$ cat config.mk
export PLATFORM = sky130hd
export DESIGN_NAME = mem_port_arbiter
export DESIGN_NICKNAME = d
export VERILOG_FILES = /design/src/rtl/mem_port_arbiter.sv
export SDC_FILE = /design/constraint.sdc
export NUM_CORES = 1
export LEC_CHECK = 0
export ABC_AREA = 1
export BUFFER_PORTS_ARGS = -buffer_cell sky130_fd_sc_hd__buf_2
export CAP_MARGIN = 0
export CORE_AREA = 2 2 103 105
export CTS_CLUSTER_DIAMETER = 100
export DETAILED_ROUTE_END_ITERATION = 7
export DIE_AREA = 0 0 105 107
export PLACE_DENSITY = 0.77
export SLEW_MARGIN = 20
export SYNTH_ARGS = -nofsm -noshare
export SYNTH_HDL_FRONTEND = slang
export SYNTH_SLANG_ARGS = --single-unit
$ cat constraint.sdc
create_clock -name clk_i -period 1.29 [get_ports clk_i]
set_input_delay 0.258 -clock clk_i [delete_from_list [all_inputs] [get_ports clk_i]]
set_output_delay 0.258 -clock clk_i [all_outputs]
set_load 0.05 [all_outputs]
$ cat src/rtl/mem_port_arbiter.sv
// Round-robin arbiter sharing one fixed-latency single-port memory between
// instruction fetch and the data stage; one response pulse per granted access.
module mem_port_arbiter #(
    parameter int ADDR_WIDTH  = 32,
    parameter int DATA_WIDTH  = 32,
    parameter int MEM_LATENCY = 2
) (
    input  logic                  clk_i,
    input  logic                  rstn_i,
    input  logic                  if_req_valid_i,
    input  logic [ADDR_WIDTH-1:0] if_addr_i,
    output logic                  if_req_ready_o,
    output logic                  if_rsp_valid_o,
    output logic [DATA_WIDTH-1:0] if_rsp_data_o,
    input  logic                  dm_req_valid_i,
    input  logic                  dm_we_i,
    input  logic [ADDR_WIDTH-1:0] dm_addr_i,
    input  logic [DATA_WIDTH-1:0] dm_wdata_i,
    output logic                  dm_req_ready_o,
    output logic                  dm_rsp_valid_o,
    output logic [DATA_WIDTH-1:0] dm_rsp_data_o,
    input  logic                  flush_i,
    output logic                  mem_req_o,
    output logic                  mem_we_o,
    output logic [ADDR_WIDTH-1:0] mem_addr_o,
    output logic [DATA_WIDTH-1:0] mem_wdata_o,
    input  logic [DATA_WIDTH-1:0] mem_rdata_i
);

    localparam int CNT_W = $clog2(MEM_LATENCY + 1);

    typedef enum logic { IDLE, BUSY } state_t;
    typedef enum logic { PORT_IF, PORT_DM } port_t;

    state_t            state;
    port_t             owner;
    port_t             last_grant;
    logic              owner_we;
    logic              cancel;
    logic [CNT_W-1:0]  cnt;

    logic elig_if;
    logic elig_dm;
    logic grant_if;
    logic grant_dm;

    // Grant is decided in the same cycle the request is seen, so these
    // outputs are combinational from state and inputs.
    always_comb begin
        // NOTE: every signal gets a default first so no path leaves one unassigned (no latch).
        mem_addr_o  = '0;
        mem_wdata_o = '0;
        elig_if     = (state == IDLE) && if_req_valid_i && !flush_i;
        elig_dm     = (state == IDLE) && dm_req_valid_i;
        grant_dm    = elig_dm && (!elig_if || last_grant == PORT_IF);
        grant_if    = elig_if && !grant_dm;

        if_req_ready_o = grant_if;
        dm_req_ready_o = grant_dm;
        mem_req_o      = grant_if || grant_dm;
        mem_we_o       = grant_dm && dm_we_i;

        if (grant_dm) begin
            mem_addr_o  = dm_addr_i;
            mem_wdata_o = dm_wdata_i;
        end else if (grant_if) begin
            mem_addr_o  = if_addr_i;
        end
    end

    // NOTE: sequential state uses non-blocking assignments only, so every read sees the pre-edge value.
    always_ff @(posedge clk_i) begin
        if (!rstn_i) begin
            state          <= IDLE;
            owner          <= PORT_IF;
            owner_we       <= 1'b0;
            last_grant     <= PORT_IF;
            cnt            <= '0;
            cancel         <= 1'b0;
            if_rsp_valid_o <= 1'b0;
            dm_rsp_valid_o <= 1'b0;
            if_rsp_data_o  <= '0;
            dm_rsp_data_o  <= '0;
        end else begin
            if_rsp_valid_o <= 1'b0;
            dm_rsp_valid_o <= 1'b0;
            case (state)
                IDLE: begin
                    if (mem_req_o) begin
                        owner      <= grant_dm ? PORT_DM : PORT_IF;
                        last_grant <= grant_dm ? PORT_DM : PORT_IF;
                        owner_we   <= mem_we_o;
                        cnt        <= CNT_W'(1);
                        state      <= BUSY;
                    end
                end
                BUSY: begin
                    if (owner == PORT_IF && flush_i)
                        cancel <= 1'b1;
                    if (cnt == CNT_W'(MEM_LATENCY)) begin
                        state  <= IDLE;
                        cnt    <= '0;
                        cancel <= 1'b0;
                        if (owner == PORT_DM) begin
                            dm_rsp_valid_o <= 1'b1;
                            dm_rsp_data_o  <= owner_we ? '0 : mem_rdata_i;
                        end else if (!(cancel || flush_i)) begin
                            // A flush in the final cycle still kills the fetch response.
                            if_rsp_valid_o <= 1'b1;
                            if_rsp_data_o  <= mem_rdata_i;
                        end
                    end else begin
                        cnt <= cnt + CNT_W'(1);
                    end
                end
                default: state <= IDLE;
            endcase
        end
    end

endmodule
Word level (Yosys, flattened, before mapping)
Index checks and enable logic that the tools add are counted.

Muxes and demuxes: 15. Reductions and logical operators: 20. Equality and inequality tests: 2. Bitwise operators: 5. Add/sub/neg operators: 1.

Operators with widths (number): 2-to-1 mux 32 bit (4); logical AND 1 bit (7); 2-to-1 mux 1 bit (7); AND reduction 3 bit (2); NOT 1 bit (5); 2-to-1 mux 2 bit (2); one-hot mux 2 bit (2 select lines) (1); AND reduction 2 bit (2); AND reduction 4 bit (1); OR reduction 4 bit (1); zero test 1 bit (3); logical OR 1 bit (3); adder 2 x 1 -> 2 bit, second input constant (1); equality test 2 bit, second input constant (1); inequality test 2 bit, second input constant (1); one-hot mux 1 bit (2 select lines) (1); nonzero test 2 bit (1).

Output and inout port bits: 134. Flip-flop bits (word level): 72. Bits of input ports: 134.

Longest topological paths before layout
Gate-level depths: netlist of run 1.

Depth after elaboration: 11. Depth in mapped cells: 8.

Worst setup path after synthesis of run 1
Ideal clock, no wire load.

Path type: register -> output. From: reg state. To: out mem_addr_o[22]. Slack: -0.461 ns. Arrival time: 1.493 ns. Path buffers: 1. Stages on the path, launching flop included: 7. Data required time: 1.032 ns. Path through: dfxtp_1 nor2_2 nand2_2 inv_2 buf_2 nand2_1 nand2_1.

Word-level cells in the longest chain between the ends: 10.

Ends and longest elaborated chain: start, declared (line 35) `state_t state;`; start signal, assigned (line 74) `state <= IDLE;`; start signal, assigned (line 94) `state <= BUSY;`; start signal, assigned (line 101) `state <= IDLE;`; NOT 1 bit (no line) (*); logical AND 1 bit (2 in a row) (line 53) `elig_if = (state == IDLE) && if_req_valid_i && !flush_i;`; zero test 1 bit (line 55) `grant_dm = elig_dm && (!elig_if || last_grant == PORT_IF);`; logical OR 1 bit (line 55); logical AND 1 bit (*) (line 55); via dm_req_ready_o (line 19) `output logic dm_req_ready_o,`; zero test 1 bit (line 56) `grant_if = elig_if && !grant_dm;`; logical AND 1 bit (line 56); 2-to-1 mux 32 bit (line 66) `end else if (grant_if) begin`; 2-to-1 mux 32 bit (*) (line 63) `if (grant_dm) begin`; end, declared (line 25) `output logic [ADDR_WIDTH-1:0] mem_addr_o,`.

The timed path passes the listed nets; every way through them passes the cells marked *.

Final worst setup path of run 1
From: reg state. To: out mem_addr_o[15].

Word-level cells in the longest chain between the ends: 10.

Ends and longest elaborated chain (line): NOT 1 bit (no line) (*); logical AND 1 bit (2 in a row) (53); zero test 1 bit (55); logical OR 1 bit (55); logical AND 1 bit (55); zero test 1 bit (56); logical AND 1 bit (56); 2-to-1 mux 32 bit (66); 2-to-1 mux 32 bit (*) (63).

Mark *: on every way between the ends. The rest lies on a longest branch, timed or not.

==> flow_metrics.py, run 1 <==
metrics = {
    "logic_synthesis": {
        "synth.area.top_cells": "dfxtp_1 (39%), nand2_1 (23%), nor2_1 (13%)",
        "synth.distinct_cells": 24,
        "yosysSeqAreaShare": 0.393,
        "mappedNetlistNets": 733,
        "ys_seq_elements": 72,
        "synth_top_area_cell": "dfxtp_1",
        "syn_area_um2": 3670,
        "netlist_instances": 599,
        "synth_top_area_frac": 0.393,
        "avgSynthCellArea_um2": 6.12,
        "ys_warn_count": 0,
    },
    "sta": {
        "min_period_ps": 1820,
        "tightestPinTransition_ps": 391,
        "slew_headroom": 0.739,
        "fin_skew_ps": 9.79,
        "period_share": 1.41,
        "setup_viol": 133,
        "final_max_slew_viol_count": 0,
        "max_freq_mhz": 548,
        "rsz0062_at_grt": "yes",
        "timing.final.hold_violations": 0,
        "setup_ws_ps": -534,
    },
    "die": {
        "rows": 37,
        "initial_utilization": 0.363,
        "die_area_um2": 11200,
        "io_pins": 268,
        "die_w_um": 105,
        "die_h_um": 107,
        "coreArea_um2": 10100,
    },
    "cts": {
        "cts-root-buf": "clkbuf_8",
        "clock_latency_ps": 350,
        "path_clk_slew_ps": 80,
        "htreeDepth": 3,
        "cts_tree": "yes",
        "numCtsBuffers": 9,
        "cts_hold_buf": 0,
        "cts_sinks": 72,
        "clockBufferDepth": 2,
    },
    "worst_setup_path": {
        "slowest_stage": "dfxtp_4",
        "path_common_cell": "nand2_4",
        "crit_type": "register to output port",
        "end_kind": "output port",
        "crit_buf_inv": 3,
        "arrival_ps": 1570,
        "required_ps": 1030,
        "cp-start-kind": "register",
        "critPathLaunch": "state",
        "crit_end": "mem_addr_o[15]",
        "path_max_fanout": 13,
        "reg2reg_slack_ps": -280,
        "r2r_end": "dm_rsp_data_o[12]",
        "r2r_cells": 10,
        "cp_slowest_stage_delay_ps": 370,
        "r2r_start": "state",
        "cp.depth": 7,
        "crit_path_cell_trace": "nor2_4 -> nand2_4 -> inv_2 -> clkbuf_16 -> nand2_1 -> nand2_4 -> buf_8",
        "cp_top_family": "buffers and inverters",
    },
    "route": {
        "route.detailed.drc": 0,
        "dr.first_iter.drc_count": 254,
        "vias": 4872,
        "viasPerCell": 4.65,
        "detail_route.wl_per_cell_um": 15.5,
        "dr.pass1.iters": 5,
        "ant_nets": 0,
        "drt_wl_total_um": 16200,
    },
    "power": {
        "finalPower_mw": 6.74,
        "p_per_area_nw_per_um2": 871,
        "total_leakage_power_nw": 4.06,
        "vdd_ir_drop_max_uv": 443,
    },
    "min_path": {
        "hp-start": "mem_rdata_i[23]",
        "hp-class": "primary input to register",
    },
    "placed_design": {
        "dp_hpwl_um": 10600,
        "place_ws_ps": -376,
        "gp_congestion": 0.840,
        "io_buffers": 267,
    },
    "run_status": {
        "status": "complete, but fails checks",
        "violations": "negative setup slack",
    },
    "layout": {
        "syn_to_final_growth_pct": 111,
        "antennaDiodeCount": 0,
        "nFillCells": 728,
        "drive_above_1_share": 0.587,
        "fin_util": 0.767,
        "fin_nets": 1040,
    },
    "global_routing": {
        "antenna_found_initial": 0,
        "grt_max_degree": 37,
        "track_usage": 0.258,
        "met1_usage": 0.278,
        "grt_pass1_wl_um": 22700,
        "grt_pass1_vias": 4564,
        "met2_usage": 0.476,
        "top_usage_layer": "met2",
        "grt_overflow": 0,
        "use_met3": 0.0681,
    },
    "flow_run": {
        "cap_violations": 0,
    },
}
-- area by class of cell --
class                   count  area (um^2)  area share
clock buffers              10          128      0.0165
clock inverters             6         91.3      0.0118
inverters                  78          304      0.0393
multi-input cells         418         2620       0.339
flip-flops and latches     72         1450       0.187
well taps                 136          170      0.0220
repair buffers            327         2980       0.385
-- worst min-delay path, stage by stage --
cell and delay, ps:
buf_2 90, inv_1 60, nor2_1 50, nand2_2 50, nand2_1 40
-- cells by family (layout without fill, tap and decap cells) --
family / after synthesis / in the layout / share of synthesized area
simple gates: 410 / 410 / 0.454
flops: 72 / 72 / 0.393
buf+inv: 110 / 421 / 0.140
compound gates: 7 / 8 / 0.0130
-- worst min path at each step --
| stage | endpoint | slack, ps | depth (start not counted) |
|---|---|---|---|
| after global routing | owner_we | 230 | 3 |
| after CTS | dm_rsp_data_o[30] | 210 | 5 |
| after floorplan | cancel | 420 | 2 |
| after detailed placement | dm_rsp_data_o[16] | 430 | 2 |
| final | dm_rsp_data_o[23] | 240 | 5 |
| after global placement | dm_rsp_data_o[16] | 420 | 2 |
-- registers in the layout (all words and copies together), names as in the netlist --
| name | flops |
|---|---|
| cnt | 2 |
| cancel | 1 |
| dm_rsp_valid_o | 1 |
| if_rsp_valid_o | 1 |
| owner_we | 1 |
| if_rsp_data_o | 32 |
| dm_rsp_data_o | 32 |
| last_grant | 1 |
| state | 1 |
-- per-stage QoR --
stage               TNS [ps]  hold WS, ps  instance area, um^2  cells
detailed placement    -24730          429                 6050    996
finish                -46330          235                 7740   1047
global route          -53840          233                 7740   1047
CTS                   -42020          213                 7070   1032
floorplan              -4610          420                 4270    599
global placement      -23200          424                 6050    996
-- timing repair --
item                       in CTS  in global routing
pin swaps                       4                 67
setup endpoints to repair     132                135
buffers inserted               12                 13
gates resized for setup       132                154
gates cloned                    8                  8
-- layer usage --
| metal | wire (um) | share of wire |
|---|---|---|
| met1 | 5620 | 0.35 |
| met5 | 0 | 0 |
| met3 | 1240 | 0.076 |
| met4 | 525 | 0.032 |
| met2 | 8810 | 0.54 |
-- synth_stat cells --
cell	count
nand3_2	1
nand2_2	10
nand2_1	223
nand3_4	1
nand4_1	1
buf_4	3
inv_2	4
a21oi_1	3
buf_2	13
nor2_2	1
buf_8	1
nand3_1	38
nor3_4	1
clkbuf_1	4
inv_1	74
o21ai_0	2
a21oi_4	1
nor2_1	131
nor2_4	2
a31oi_1	1
nor3_1	1
buf_6	8
buf_1	3
dfxtp_1	72
-- report_power, final --
part	switching, mW	internal, mW
Sequential	0.0302	2.25
Clock	0.903	1.10
Combinational	1.44	1.01
Total	2.37	4.37
-- cells in the final DEF (no fill, tap or decap), drive strengths merged --
| cell type | n |
|---|---|
| buf | 317 |
| nand2 | 233 |
| nor2 | 134 |
| inv | 79 |
| dfxtp | 72 |
| nand3 | 40 |
| clkbuf | 20 |
| a21oi | 5 |
| clkinvlp | 2 |
| o21ai | 2 |
| bufinv | 2 |
| nor3 | 2 |
| nand4 | 1 |
| a31oi | 1 |
| clkinv | 1 |
Note: power is estimated with default switching activity, not from simulation.
==> inputs of run 2 (changes only) <==
Settings changed: SKIP_CTS_REPAIR_TIMING set to 1.
==> flow_metrics.py, run 2 (synthesized netlist as in run 1, its figures left out) <==
metrics = {
    "global_routing": {
        "grt_max_degree": 37,
        "track_usage": 0.226,
        "met1_usage": 0.245,
        "grt_pass1_wl_um": 20100,
        "use_met3": 0.0632,
        "grt_pass1_vias": 4197,
        "antenna_found_initial": 0,
        "met2_usage": 0.417,
        "grt_overflow": 0,
        "top_usage_layer": "met2",
    },
    "worst_setup_path": {
        "crit_buf_inv": 3,
        "cp_top_family": "simple AND/OR/NAND/NOR gates",
        "cp-start-kind": "register",
        "crit_path_cell_trace": "nand3_4 -> nand2_4 -> nand2_4 -> inv_8 -> clkbuf_16 -> nand2_2 -> nand2_4 -> buf_6",
        "crit_type": "register to output port",
        "required_ps": 1030,
        "cp_slowest_stage_delay_ps": 360,
        "slowest_stage": "dfxtp_4",
        "end_kind": "output port",
        "path_max_fanout": 7,
        "path_common_cell": "nand2_4",
        "arrival_ps": 1540,
    },
    "route": {
        "detail_route.wl_per_cell_um": 14.7,
        "drt_wl_total_um": 15200,
        "ant_nets": 0,
        "vias": 4745,
        "dr.pass1.iters": 5,
        "route.detailed.drc": 0,
        "dr.first_iter.drc_count": 230,
        "viasPerCell": 4.58,
    },
    "placed_design": {
        "placedCellCount": 996,
        "place_ws_ps": -376,
        "placed_cell_area_um2": 6050,
        "gp_congestion": 0.840,
        "dp_hpwl_um": 10600,
        "io_buffers": 267,
    },
    "power": {
        "total_leakage_power_nw": 3.83,
        "p_per_area_nw_per_um2": 910,
        "swShare": 0.353,
        "seq_power_share": 0.345,
        "p_int_mw": 4.27,
        "combPwrFrac": 0.352,
        "pwr-share-clk": 0.303,
        "vdd_ir_drop_max_uv": 477,
        "p_sw_mw": 2.33,
    },
    "sta": {
        "rsz0062_at_grt": "yes",
        "tightestPinTransition_ps": 387,
        "timing.final.hold_violations": 0,
        "setup_ws_ps": -504,
        "min_period_ps": 1790,
        "hold_ws_ps": 225,
        "slew_headroom": 0.742,
        "max_freq_mhz": 557,
        "fin_skew_ps": 10.3,
        "period_share": 1.39,
        "final_max_slew_viol_count": 0,
        "setup_viol": 133,
    },
    "layout": {
        "drive_above_1_share": 0.536,
        "reg_top3": "dm_rsp_data_o x32, if_rsp_data_o x32, cnt x2",
        "antennaDiodeCount": 0,
        "stdcell_count": 1035,
        "syn_to_final_growth_pct": 97.9,
        "fin_util": 0.719,
        "fin_nets": 1028,
        "register_area_um2": 1450,
        "final_cell_mix": "buf_2 (199), nand2_1 (167), nor2_1 (95)",
        "final_common_cell": "buf_2",
        "finalInstanceArea_um2": 7250,
        "multi_input_area_um2": 2510,
        "nFillCells": 819,
    },
    "cts": {
        "cts_tree": "yes",
        "numCtsBuffers": 9,
        "cts-root-buf": "clkbuf_8",
        "cts_sinks": 72,
        "htreeDepth": 3,
        "clockBufferDepth": 2,
        "path_clk_slew_ps": 80,
        "clock_latency_ps": 340,
    },
    "die": {
        "rows": 37,
        "io_pins": 268,
        "initial_utilization": 0.363,
        "die_area_um2": 11200,
        "die_w_um": 105,
        "die_h_um": 107,
        "coreArea_um2": 10100,
    },
    "run_status": {
        "violations": "negative setup slack",
        "status": "complete, but fails checks",
    },
    "min_path": {
        "hp-class": "primary input to register",
    },
    "flow_run": {
        "cap_violations": 0,
    },
}
-- run 2: per-layer routing --
layer,vias up,share of wire,wire (um)
met4,0,0.026,402
met1,2136,0.35,5310
met3,36,0.080,1220
met5,-,0,0
met2,228,0.54,8260
li1,2345,-,-
-- run 2: tightest hold or removal path, stage by stage --
cell	delay (ps)
buf_2	110
nand3_2	80
a21oi_1	70
-- run 2: final timing paths --
check                          from                 to  cells after the start  slack, ps
hold / removal              dm_we_i           owner_we                      3        230
hold reg to reg   dm_rsp_data_o[16]  dm_rsp_data_o[16]                      2        440
setup reg to reg         last_grant  dm_rsp_data_o[23]                      9       -180
setup / recovery         last_grant     mem_addr_o[27]                      8       -500
-- run 2: layout make-up --
class,instances,share of cell area
Inverter,78,0.0436
Clock inverter,6,0.0126
Sequential cell,72,0.200
Clock buffer,10,0.0176
Timing Repair Buffer,315,0.357
Multi-Input combinational cell,418,0.346
Tap cell,136,0.0235
-- run 2: power by group through the flow --
stage	registers (mW)	clock network (mW)	logic, mW
finish	2.28	2.00	2.32
global route	2.28	2.13	2.44
CTS	2.28	2.04	1.90
detailed placement	2.33	0	1.90
global placement	2.33	0	1.89
floorplan	2.40	0	1.19
-- run 2: per-stage QoR --
stage / power, mW / setup TNS (ps)
after floorplan: 3.58 / -4610
final: 6.60 / -39180
after CTS: 6.22 / -43270
after global placement: 4.22 / -23200
after detailed placement: 4.23 / -24730
after global routing: 6.86 / -48670
